==> config.mk <==
export PLATFORM = sky130hd
export DESIGN_NAME = control_porton_multi
export DESIGN_NICKNAME = d
export VERILOG_FILES = /design/src/rtl/ctl_hogar_pkg.sv /design/src/rtl/canal_porton.sv /design/src/rtl/control_porton_multi.sv
export SDC_FILE = /design/constraint.sdc
export NUM_CORES = 1
export LEC_CHECK = 0
export CAP_MARGIN = 5
export CORE_MARGIN = 3
export CORE_UTILIZATION = 29
export CTS_CLUSTER_DIAMETER = 200
export DETAILED_ROUTE_END_ITERATION = 12
export GPL_TIMING_DRIVEN = 0
export SYNTH_ARGS = -nofsm -noshare
export SYNTH_HDL_FRONTEND = slang
export SYNTH_SLANG_ARGS = --single-unit
==> constraint.sdc <==
create_clock -name clk -period 5.25 [get_ports clk]
set_input_delay 1.05 -clock clk [delete_from_list [all_inputs] [get_ports clk]]
set_output_delay 1.05 -clock clk [all_outputs]
set_load 0.05 [all_outputs]
==> src/rtl/ctl_hogar_pkg.sv <==
// rtl/ctl_hogar_pkg.sv - shared command opcodes and gate state encoding
package ctl_hogar_pkg;

  localparam logic [1:0] OP_OPEN  = 2'b00;
  localparam logic [1:0] OP_CLOSE = 2'b01;
  localparam logic [1:0] OP_STOP  = 2'b10;
  localparam logic [1:0] OP_SYS   = 2'b11;

  localparam logic [1:0] SYS_LIGHT     = 2'b00;
  localparam logic [1:0] SYS_ARM       = 2'b01;
  localparam logic [1:0] SYS_DISARM    = 2'b10;
  localparam logic [1:0] SYS_CLOSE_ALL = 2'b11;

  localparam logic [2:0] ST_STOPPED = 3'd0;
  localparam logic [2:0] ST_OPENING = 3'd1;
  localparam logic [2:0] ST_OPEN    = 3'd2;
  localparam logic [2:0] ST_CLOSING = 3'd3;
  localparam logic [2:0] ST_CLOSED  = 3'd4;
  localparam logic [2:0] ST_DEAD    = 3'd5;
  localparam logic [2:0] ST_FAULT   = 3'd6;

endpackage

==> src/rtl/canal_porton.sv <==
// rtl/canal_porton.sv - one gate FSM with motor timeout and reversal dead-time
module canal_porton
  import ctl_hogar_pkg::*;
#(
  parameter int T_MOTOR = 1000,
  parameter int T_DEAD  = 4
) (
  input  logic clk,
  input  logic rst,
  input  logic cmd_open_i,
  input  logic cmd_close_i,
  input  logic cmd_stop_i,
  input  logic abierto_i,
  input  logic cerrado_i,
  output logic motor_abrir_o,
  output logic motor_cerrar_o,
  output logic falla_o
);

  localparam int TMAX = (T_MOTOR > T_DEAD) ? T_MOTOR : T_DEAD;
  localparam int CW   = $clog2(TMAX + 1);
  localparam logic [CW-1:0] MOTOR_LAST = CW'(T_MOTOR - 1);
  localparam logic [CW-1:0] DEAD_LAST  = CW'(T_DEAD - 1);

  logic [2:0]    state_q, state_d;
  logic [CW-1:0] cnt_q, cnt_d;
  logic          rev_open_q, rev_open_d;
  logic          abrir_q, cerrar_q, falla_q;

  // One counter serves both the motion timeout and the dead-time; it is cleared on every entry.
  always_comb begin
    state_d    = state_q;
    cnt_d      = cnt_q + CW'(1);
    rev_open_d = rev_open_q;
    if (abierto_i && cerrado_i) begin
      state_d = ST_FAULT;
    end else if (state_q == ST_FAULT) begin
      if (cmd_stop_i) state_d = ST_STOPPED;
    end else if (cmd_stop_i) begin
      state_d = ST_STOPPED;
    end else begin
      case (state_q)
        ST_STOPPED, ST_OPEN, ST_CLOSED: begin
          if (state_q == ST_STOPPED && abierto_i) begin
            state_d = ST_OPEN;
          end else if (state_q == ST_STOPPED && cerrado_i) begin
            state_d = ST_CLOSED;
          end else if (cmd_open_i && !abierto_i) begin
            state_d = ST_OPENING;
            cnt_d   = '0;
          end else if (cmd_close_i && !cerrado_i) begin
            state_d = ST_CLOSING;
            cnt_d   = '0;
          end
        end
        ST_OPENING: begin
          if (abierto_i) begin
            state_d = ST_OPEN;
          end else if (cnt_q == MOTOR_LAST) begin
            state_d = ST_FAULT;
          end else if (cmd_close_i) begin
            state_d    = ST_DEAD;
            cnt_d      = '0;
            rev_open_d = 1'b0;
          end
        end
        ST_CLOSING: begin
          if (cerrado_i) begin
            state_d = ST_CLOSED;
          end else if (cnt_q == MOTOR_LAST) begin
            state_d = ST_FAULT;
          end else if (cmd_open_i) begin
            state_d    = ST_DEAD;
            cnt_d      = '0;
            rev_open_d = 1'b1;
          end
        end
        ST_DEAD: begin
          if (cnt_q == DEAD_LAST) begin
            cnt_d = '0;
            if (rev_open_q) state_d = abierto_i ? ST_OPEN : ST_OPENING;
            else            state_d = cerrado_i ? ST_CLOSED : ST_CLOSING;
          end
        end
        default: state_d = ST_STOPPED;
      endcase
    end
  end

  always_ff @(posedge clk) begin
    if (rst) begin
      state_q    <= ST_STOPPED;
      cnt_q      <= '0;
      rev_open_q <= 1'b0;
      abrir_q    <= 1'b0;
      cerrar_q   <= 1'b0;
      falla_q    <= 1'b0;
    end else begin
      state_q    <= state_d;
      cnt_q      <= cnt_d;
      rev_open_q <= rev_open_d;
      abrir_q    <= (state_d == ST_OPENING);
      cerrar_q   <= (state_d == ST_CLOSING);
      falla_q    <= (state_d == ST_FAULT);
    end
  end

  assign motor_abrir_o  = abrir_q;
  assign motor_cerrar_o = cerrar_q;
  assign falla_o        = falla_q;

endmodule

==> src/rtl/control_porton_multi.sv <==
// rtl/control_porton_multi.sv - remote command decode, gate channels, light timer and alarm latch
module control_porton_multi
  import ctl_hogar_pkg::*;
#(
  parameter int N_CH    = 2,
  parameter int T_MOTOR = 1000,
  parameter int T_DEAD  = 4,
  parameter int T_LUZ   = 500
) (
  input  logic            clk,
  input  logic            rst,
  input  logic [3:0]      rx_data,
  input  logic            rx_valid,
  input  logic [N_CH-1:0] final_carrera_abierto,
  input  logic [N_CH-1:0] final_carrera_cerrado,
  input  logic            luz_switch,
  input  logic            sensor,
  output logic [N_CH-1:0] motor_abrir,
  output logic [N_CH-1:0] motor_cerrar,
  output logic [N_CH-1:0] falla,
  output logic            luz,
  output logic            alarma
);

  localparam int LW = $clog2(T_LUZ + 1);
  localparam logic [LW-1:0] LUZ_LOAD = LW'(T_LUZ);

  logic [1:0] op, sub;
  logic       sys_cmd, cmd_light, cmd_arm, cmd_disarm, cmd_close_all;

  assign op            = rx_data[3:2];
  assign sub           = rx_data[1:0];
  assign sys_cmd       = rx_valid && (op == OP_SYS);
  assign cmd_light     = sys_cmd && (sub == SYS_LIGHT);
  assign cmd_arm       = sys_cmd && (sub == SYS_ARM);
  assign cmd_disarm    = sys_cmd && (sub == SYS_DISARM);
  assign cmd_close_all = sys_cmd && (sub == SYS_CLOSE_ALL);

  // Channel numbers at or above N_CH match no instance and are dropped silently.
  for (genvar g = 0; g < N_CH; g++) begin : g_canal
    logic hit;
    assign hit = rx_valid && (sub == 2'(g));
    canal_porton #(
      .T_MOTOR(T_MOTOR),
      .T_DEAD (T_DEAD)
    ) u_canal (
      .clk           (clk),
      .rst           (rst),
      .cmd_open_i    (hit && (op == OP_OPEN)),
      .cmd_close_i   ((hit && (op == OP_CLOSE)) || cmd_close_all),
      .cmd_stop_i    (hit && (op == OP_STOP)),
      .abierto_i     (final_carrera_abierto[g]),
      .cerrado_i     (final_carrera_cerrado[g]),
      .motor_abrir_o (motor_abrir[g]),
      .motor_cerrar_o(motor_cerrar[g]),
      .falla_o       (falla[g])
    );
  end

  logic          toggle_q, toggle_d;
  logic          armed_q, armed_d;
  logic          alarma_q, alarma_d;
  logic          sensor_q;
  logic [LW-1:0] luz_cnt_q, luz_cnt_d;
  logic          luz_q;

  // An arm command counts as armed in its own cycle so a present intruder trips the very next cycle.
  always_comb begin
    toggle_d = toggle_q ^ cmd_light;
    armed_d  = armed_q;
    alarma_d = alarma_q;
    if (cmd_disarm) begin
      armed_d  = 1'b0;
      alarma_d = 1'b0;
    end else begin
      if (cmd_arm) armed_d = 1'b1;
      if ((armed_q || cmd_arm) && sensor) alarma_d = 1'b1;
    end
    if (sensor && !sensor_q)    luz_cnt_d = LUZ_LOAD;
    else if (luz_cnt_q != '0)   luz_cnt_d = luz_cnt_q - LW'(1);
    else                        luz_cnt_d = luz_cnt_q;
  end

  always_ff @(posedge clk) begin
    if (rst) begin
      toggle_q  <= 1'b0;
      armed_q   <= 1'b0;
      alarma_q  <= 1'b0;
      sensor_q  <= 1'b0;
      luz_cnt_q <= '0;
      luz_q     <= 1'b0;
    end else begin
      toggle_q  <= toggle_d;
      armed_q   <= armed_d;
      alarma_q  <= alarma_d;
      sensor_q  <= sensor;
      luz_cnt_q <= luz_cnt_d;
      luz_q     <= (luz_switch ^ toggle_d) | (luz_cnt_d != '0);
    end
  end

  assign luz    = luz_q;
  assign alarma = alarma_q;

endmodule

==> metrics.txt <==
# TYPE chip_impl_metric gauge
chip_impl_metric{name="timing.max_slew.rel_slack",unit="%"} 54.9
chip_impl_metric{name="slew_of_the_pin_with_the_lowest_slew_margin",unit="ns"} 0.676
chip_impl_metric{name="gr-total-overflow",unit=""} 0
chip_impl_info{name="grt_setup_unrepaired",value="no"} 1
chip_impl_metric{name="post_synth.cell_area_avg",unit="µm²"} 7.92
chip_impl_info{name="netlist.top_cell.by_area",value="sky130_fd_sc_hd__dfxtp_1"} 1
chip_impl_metric{name="floorplan.rows",unit=""} 36
chip_impl_metric{name="min_period",unit="ns"} 3.31
chip_impl_metric{name="port_buffers",unit=""} 18
chip_impl_metric{name="power_frac_seq",unit="%"} 44.4
chip_impl_metric{name="synth_cells",unit=""} 374
chip_impl_metric{name="timing.critical_path.required",unit="ns"} 5.41
chip_impl_info{name="cp_slowest_cell",value="sky130_fd_sc_hd__a2111oi_4"} 1
chip_impl_metric{name="end_of_flow_core_utilization",unit="%"} 34.8
chip_impl_metric{name="place_hpwl",unit="mm"} 5.21
chip_impl_metric{name="fin_setup_tns",unit="ns"} 0
chip_impl_metric{name="floorplan.initialDensity",unit="%"} 30.0
chip_impl_metric{name="final_hold_viol_count",unit=""} 0
chip_impl_info{name="synth_common_cells",value="sky130_fd_sc_hd__dfxtp_1 (48), sky130_fd_sc_hd__nor2_1 (46), sky130_fd_sc_hd__nand2_1 (33)"} 1
chip_impl_metric{name="fin_hold_ws",unit="ns"} 0.475
chip_impl_metric{name="power_frac_comb",unit="%"} 24.7
chip_impl_metric{name="clk_sinks",unit=""} 48
chip_impl_metric{name="wire_length_of_the_first_global_routing_pass",unit="mm"} 12.1
chip_impl_metric{name="ant_diodes",unit=""} 0
chip_impl_metric{name="arrival",unit="ns"} 3.47
chip_impl_metric{name="maxSlewViolCount",unit=""} 0
chip_impl_metric{name="postSynthNetCount",unit=""} 390
chip_impl_metric{name="synth_edf_count",unit=""} 0
chip_impl_metric{name="drt_iter0_drc",unit=""} 191
chip_impl_metric{name="synth_compound_gate_area_share",unit="%"} 20.9
chip_impl_info{name="synth.most_common_cell",value="sky130_fd_sc_hd__dfxtp_1"} 1
chip_impl_metric{name="netSwitchingPower",unit="µW"} 280
chip_impl_info{name="status",value="completed"} 1
chip_impl_info{name="post_synth_main_area_contributors",value="sky130_fd_sc_hd__dfxtp_1 (32%), sky130_fd_sc_hd__nor2_1 (5.8%), sky130_fd_sc_hd__nand2_1 (4.2%)"} 1
chip_impl_metric{name="gp_routability_congestion",unit=""} 0.898
chip_impl_metric{name="clk_pin_slew_worst_paths",unit="ns"} 0.09
chip_impl_metric{name="dr_wl_cell",unit="µm"} 13.2
chip_impl_metric{name="yosys_register_bits",unit=""} 48
chip_impl_metric{name="finalSetupViolations",unit=""} 0
chip_impl_metric{name="routed_via_density",unit=""} 5.20
chip_impl_metric{name="layout.cells.non_filler",unit=""} 533
chip_impl_metric{name="synthesis.area",unit="µm²"} 2960
chip_impl_metric{name="cp_num_buf_inv",unit=""} 1
chip_impl_info{name="crit_path_cell_trace",value="clkdlybuf4s50_1 -> nor3b_1 -> nand2_1 -> a211oi_2 -> a211oi_1 -> a2111oi_4 -> nor3_1"} 1
chip_impl_info{name="worstSetupPathType",value="primary input to register"} 1
chip_impl_metric{name="synth_seq_area_share",unit="%"} 32.4
chip_impl_metric{name="cts_resized",unit=""} 0
chip_impl_metric{name="grt_antenna_before_repair",unit=""} 0
chip_impl_metric{name="htreeDepth",unit=""} 2
chip_impl_metric{name="cpPeakStageDelay",unit="ns"} 0.63
chip_impl_metric{name="swShare",unit="%"} 30.0
chip_impl_metric{name="path_depth",unit=""} 7
chip_impl_metric{name="internal_power",unit="µW"} 653
chip_impl_metric{name="die_w",unit="µm"} 107
chip_impl_metric{name="synth_fa_ha_area_share",unit="%"} 1.27
chip_impl_metric{name="synth_top_area_share",unit="%"} 32.4
chip_impl_metric{name="firstDrtPassIters",unit=""} 4
chip_impl_info{name="startpoint_type",value="primary input"} 1
chip_impl_metric{name="ys_types",unit=""} 66
chip_impl_info{name="min_path_type",value="register to register"} 1
chip_impl_metric{name="die_h",unit="µm"} 107
chip_impl_metric{name="drive_gt1_share",unit="%"} 9.00
chip_impl_metric{name="dieArea",unit="µm²"} 11500
chip_impl_metric{name="filler_cell_count",unit=""} 1027
chip_impl_metric{name="floorplan.io_pins",unit=""} 21
chip_impl_metric{name="crit_path_max_fanout",unit=""} 10
chip_impl_metric{name="clockPowerShare",unit="%"} 30.9
chip_impl_metric{name="synth_simple_gate_area_share",unit="%"} 31.1
chip_impl_metric{name="power.density",unit="nW/µm²"} 272
chip_impl_metric{name="p_leak",unit="nW"} 1.24
chip_impl_metric{name="drt_drc_violations_left",unit=""} 0
chip_impl_metric{name="numPlacedInstances",unit=""} 525
chip_impl_metric{name="clock_skew",unit="ns"} 0.00378
chip_impl_metric{name="cts_made_buffers",unit=""} 5
chip_impl_metric{name="route.final.wire_length",unit="mm"} 7.03
chip_impl_metric{name="clk_latency",unit="ns"} 0.29
chip_impl_info{name="family_with_the_most_delay_on_the_worst_path",value="compound AO/OA/AOI/OAI gates"} 1
chip_impl_metric{name="hold_buffers",unit=""} 0
chip_impl_metric{name="core_area",unit="µm²"} 9860
chip_impl_metric{name="grt_start_max_net_pins",unit=""} 15
chip_impl_metric{name="min_period_over_period",unit="%"} 63.0
chip_impl_info{name="synth_top_family_by_area",value="simple AND/OR/NAND/NOR gates"} 1
chip_impl_metric{name="yosys_warnings",unit=""} 0
chip_impl_metric{name="drt.antenna.violating_nets",unit=""} 0
chip_impl_metric{name="first_global_vias",unit=""} 2597
chip_impl_metric{name="synth-async-reset-ratio",unit="%"} 0
chip_impl_metric{name="vdd_drop_max",unit="mV"} 0.106
chip_impl_metric{name="area.growth.synth_to_final",unit="%"} 16.0
chip_impl_metric{name="achievable-frequency",unit="MHz"} 302
chip_impl_metric{name="min_path_cells",unit=""} 1
chip_impl_metric{name="post-cts-setup-buffer-count",unit=""} 0
chip_impl_metric{name="synthMuxAreaShare",unit="%"} 1.44
chip_impl_info{name="cts_root_buf",value="sky130_fd_sc_hd__clkbuf_8"} 1
chip_impl_metric{name="max-clock-path-buffers",unit=""} 2
chip_impl_metric{name="reg2regPathDepth",unit=""} 7
chip_impl_info{name="synthFlopType",value="sky130_fd_sc_hd__dfxtp_1"} 1
chip_impl_metric{name="routed-via-count",unit=""} 2769
chip_impl_metric{name="groute.usage.overall",unit="%"} 12.6
chip_impl_metric{name="post_synth_xor_area_fraction",unit="%"} 7.09
chip_impl_metric{name="drv_cap",unit=""} 0
chip_impl_metric{name="nets",unit=""} 415
chip_impl_info{name="cp-end-kind",value="register"} 1
chip_impl_info{name="tritoncts",value="built"} 1
-- final cells by class --
class | count | area (µm²) | share of cell area [%]
well taps | 133 | 166 | 4.84
clock inverters | 1 | 30.0 | 0.874
flip-flops and latches | 48 | 961 | 28.0
repair buffers | 18 | 180 | 5.24
multi-input cells | 290 | 1830 | 53.3
clock buffers | 7 | 96.3 | 2.80
inverters | 11 | 41.3 | 1.20
plain buffers | 25 | 130 | 3.79
-- power by group through the flow --
stage / logic (mW) / clock network (mW) / registers [mW]
2_1_floorplan: 0.172 / 0 / 0.419
3_3_place_gp: 0.225 / 0 / 0.422
3_5_place_dp: 0.228 / 0 / 0.422
4_1_cts: 0.229 / 0.298 / 0.414
5_1_grt: 0.256 / 0.311 / 0.418
6_report: 0.230 / 0.288 / 0.414
-- sequential cells by signal, indices dropped and copies added, names as in the netlist --
register / flops
g_canal.u_canal.cnt_q: 20
armed_q: 1
g_canal.u_canal.rev_open_q: 2
g_canal.u_canal.state_q: 6
g_canal.u_canal.falla_o: 2
sensor_q: 1
toggle_q: 1
g_canal.u_canal.motor_cerrar_o: 2
alarma: 1
luz_cnt_q: 9
g_canal.u_canal.motor_abrir_o: 2
luz: 1
-- kinds of logic after synthesis --
family / after synthesis
compound gates: 86
xor+xnor: 24
fa+ha+maj: 3
buf+inv: 36
flops: 48
mux: 4
simple gates: 173
-- worst paths after layout --
kind,startpoint,endpoint,slack [ns]
max,rx_valid,g_canal[0].u_canal.cnt_q[2]$_SDFF_PP0_,1.94
min,g_canal[1].u_canal.cnt_q[0]$_SDFF_PP0_,g_canal[1].u_canal.cnt_q[0]$_SDFF_PP0_,0.47
max reg2reg,g_canal[0].u_canal.cnt_q[0]$_SDFF_PP0_,g_canal[0].u_canal.motor_abrir_o$_SDFF_PP0_,2.85
min reg2reg,g_canal[1].u_canal.cnt_q[0]$_SDFF_PP0_,g_canal[1].u_canal.cnt_q[0]$_SDFF_PP0_,0.47
-- through the flow --
step	setup slack (ns)	instance area [µm²]	total power, mW
CTS	1.92	3440	0.941
global route	1.66	3440	0.985
global placement	1.67	3310	0.647
floorplan	2.56	2960	0.591
finish	1.94	3440	0.933
detailed placement	1.62	3310	0.650
-- cells in the final DEF (no fill, tap or decap), types with 6 or more instances in the layout --
cell	instances
sky130_fd_sc_hd__o21ai_0	14
sky130_fd_sc_hd__nand3_1	14
sky130_fd_sc_hd__xnor2_1	13
sky130_fd_sc_hd__xor2_1	11
sky130_fd_sc_hd__buf_4	6
sky130_fd_sc_hd__or3_1	6
sky130_fd_sc_hd__inv_1	11
sky130_fd_sc_hd__clkbuf_8	7
sky130_fd_sc_hd__nor3_1	19
sky130_fd_sc_hd__clkbuf_1	12
sky130_fd_sc_hd__nor4_1	6
sky130_fd_sc_hd__clkdlybuf4s50_1	18
sky130_fd_sc_hd__nor2_1	46
sky130_fd_sc_hd__nand2b_1	6
sky130_fd_sc_hd__nor2b_1	6
sky130_fd_sc_hd__o211ai_1	6
sky130_fd_sc_hd__a31oi_1	7
sky130_fd_sc_hd__dfxtp_1	48
sky130_fd_sc_hd__a21oi_1	19
sky130_fd_sc_hd__nand2_1	33
-- layer usage --
| layer | up-vias | global-route usage [%] | wire (µm) |
|---|---|---|---|
| li1 | 1402 | - | - |
| met1 | 1288 | 17.8 | 3460 |
| met2 | 72 | 19.7 | 3170 |
| met3 | 7 | 1.81 | 302 |
| met4 | 0 | 4.29 | 94 |
| met5 | - | 0 | 0 |
Note: power is estimated with default switching activity, not from simulation.
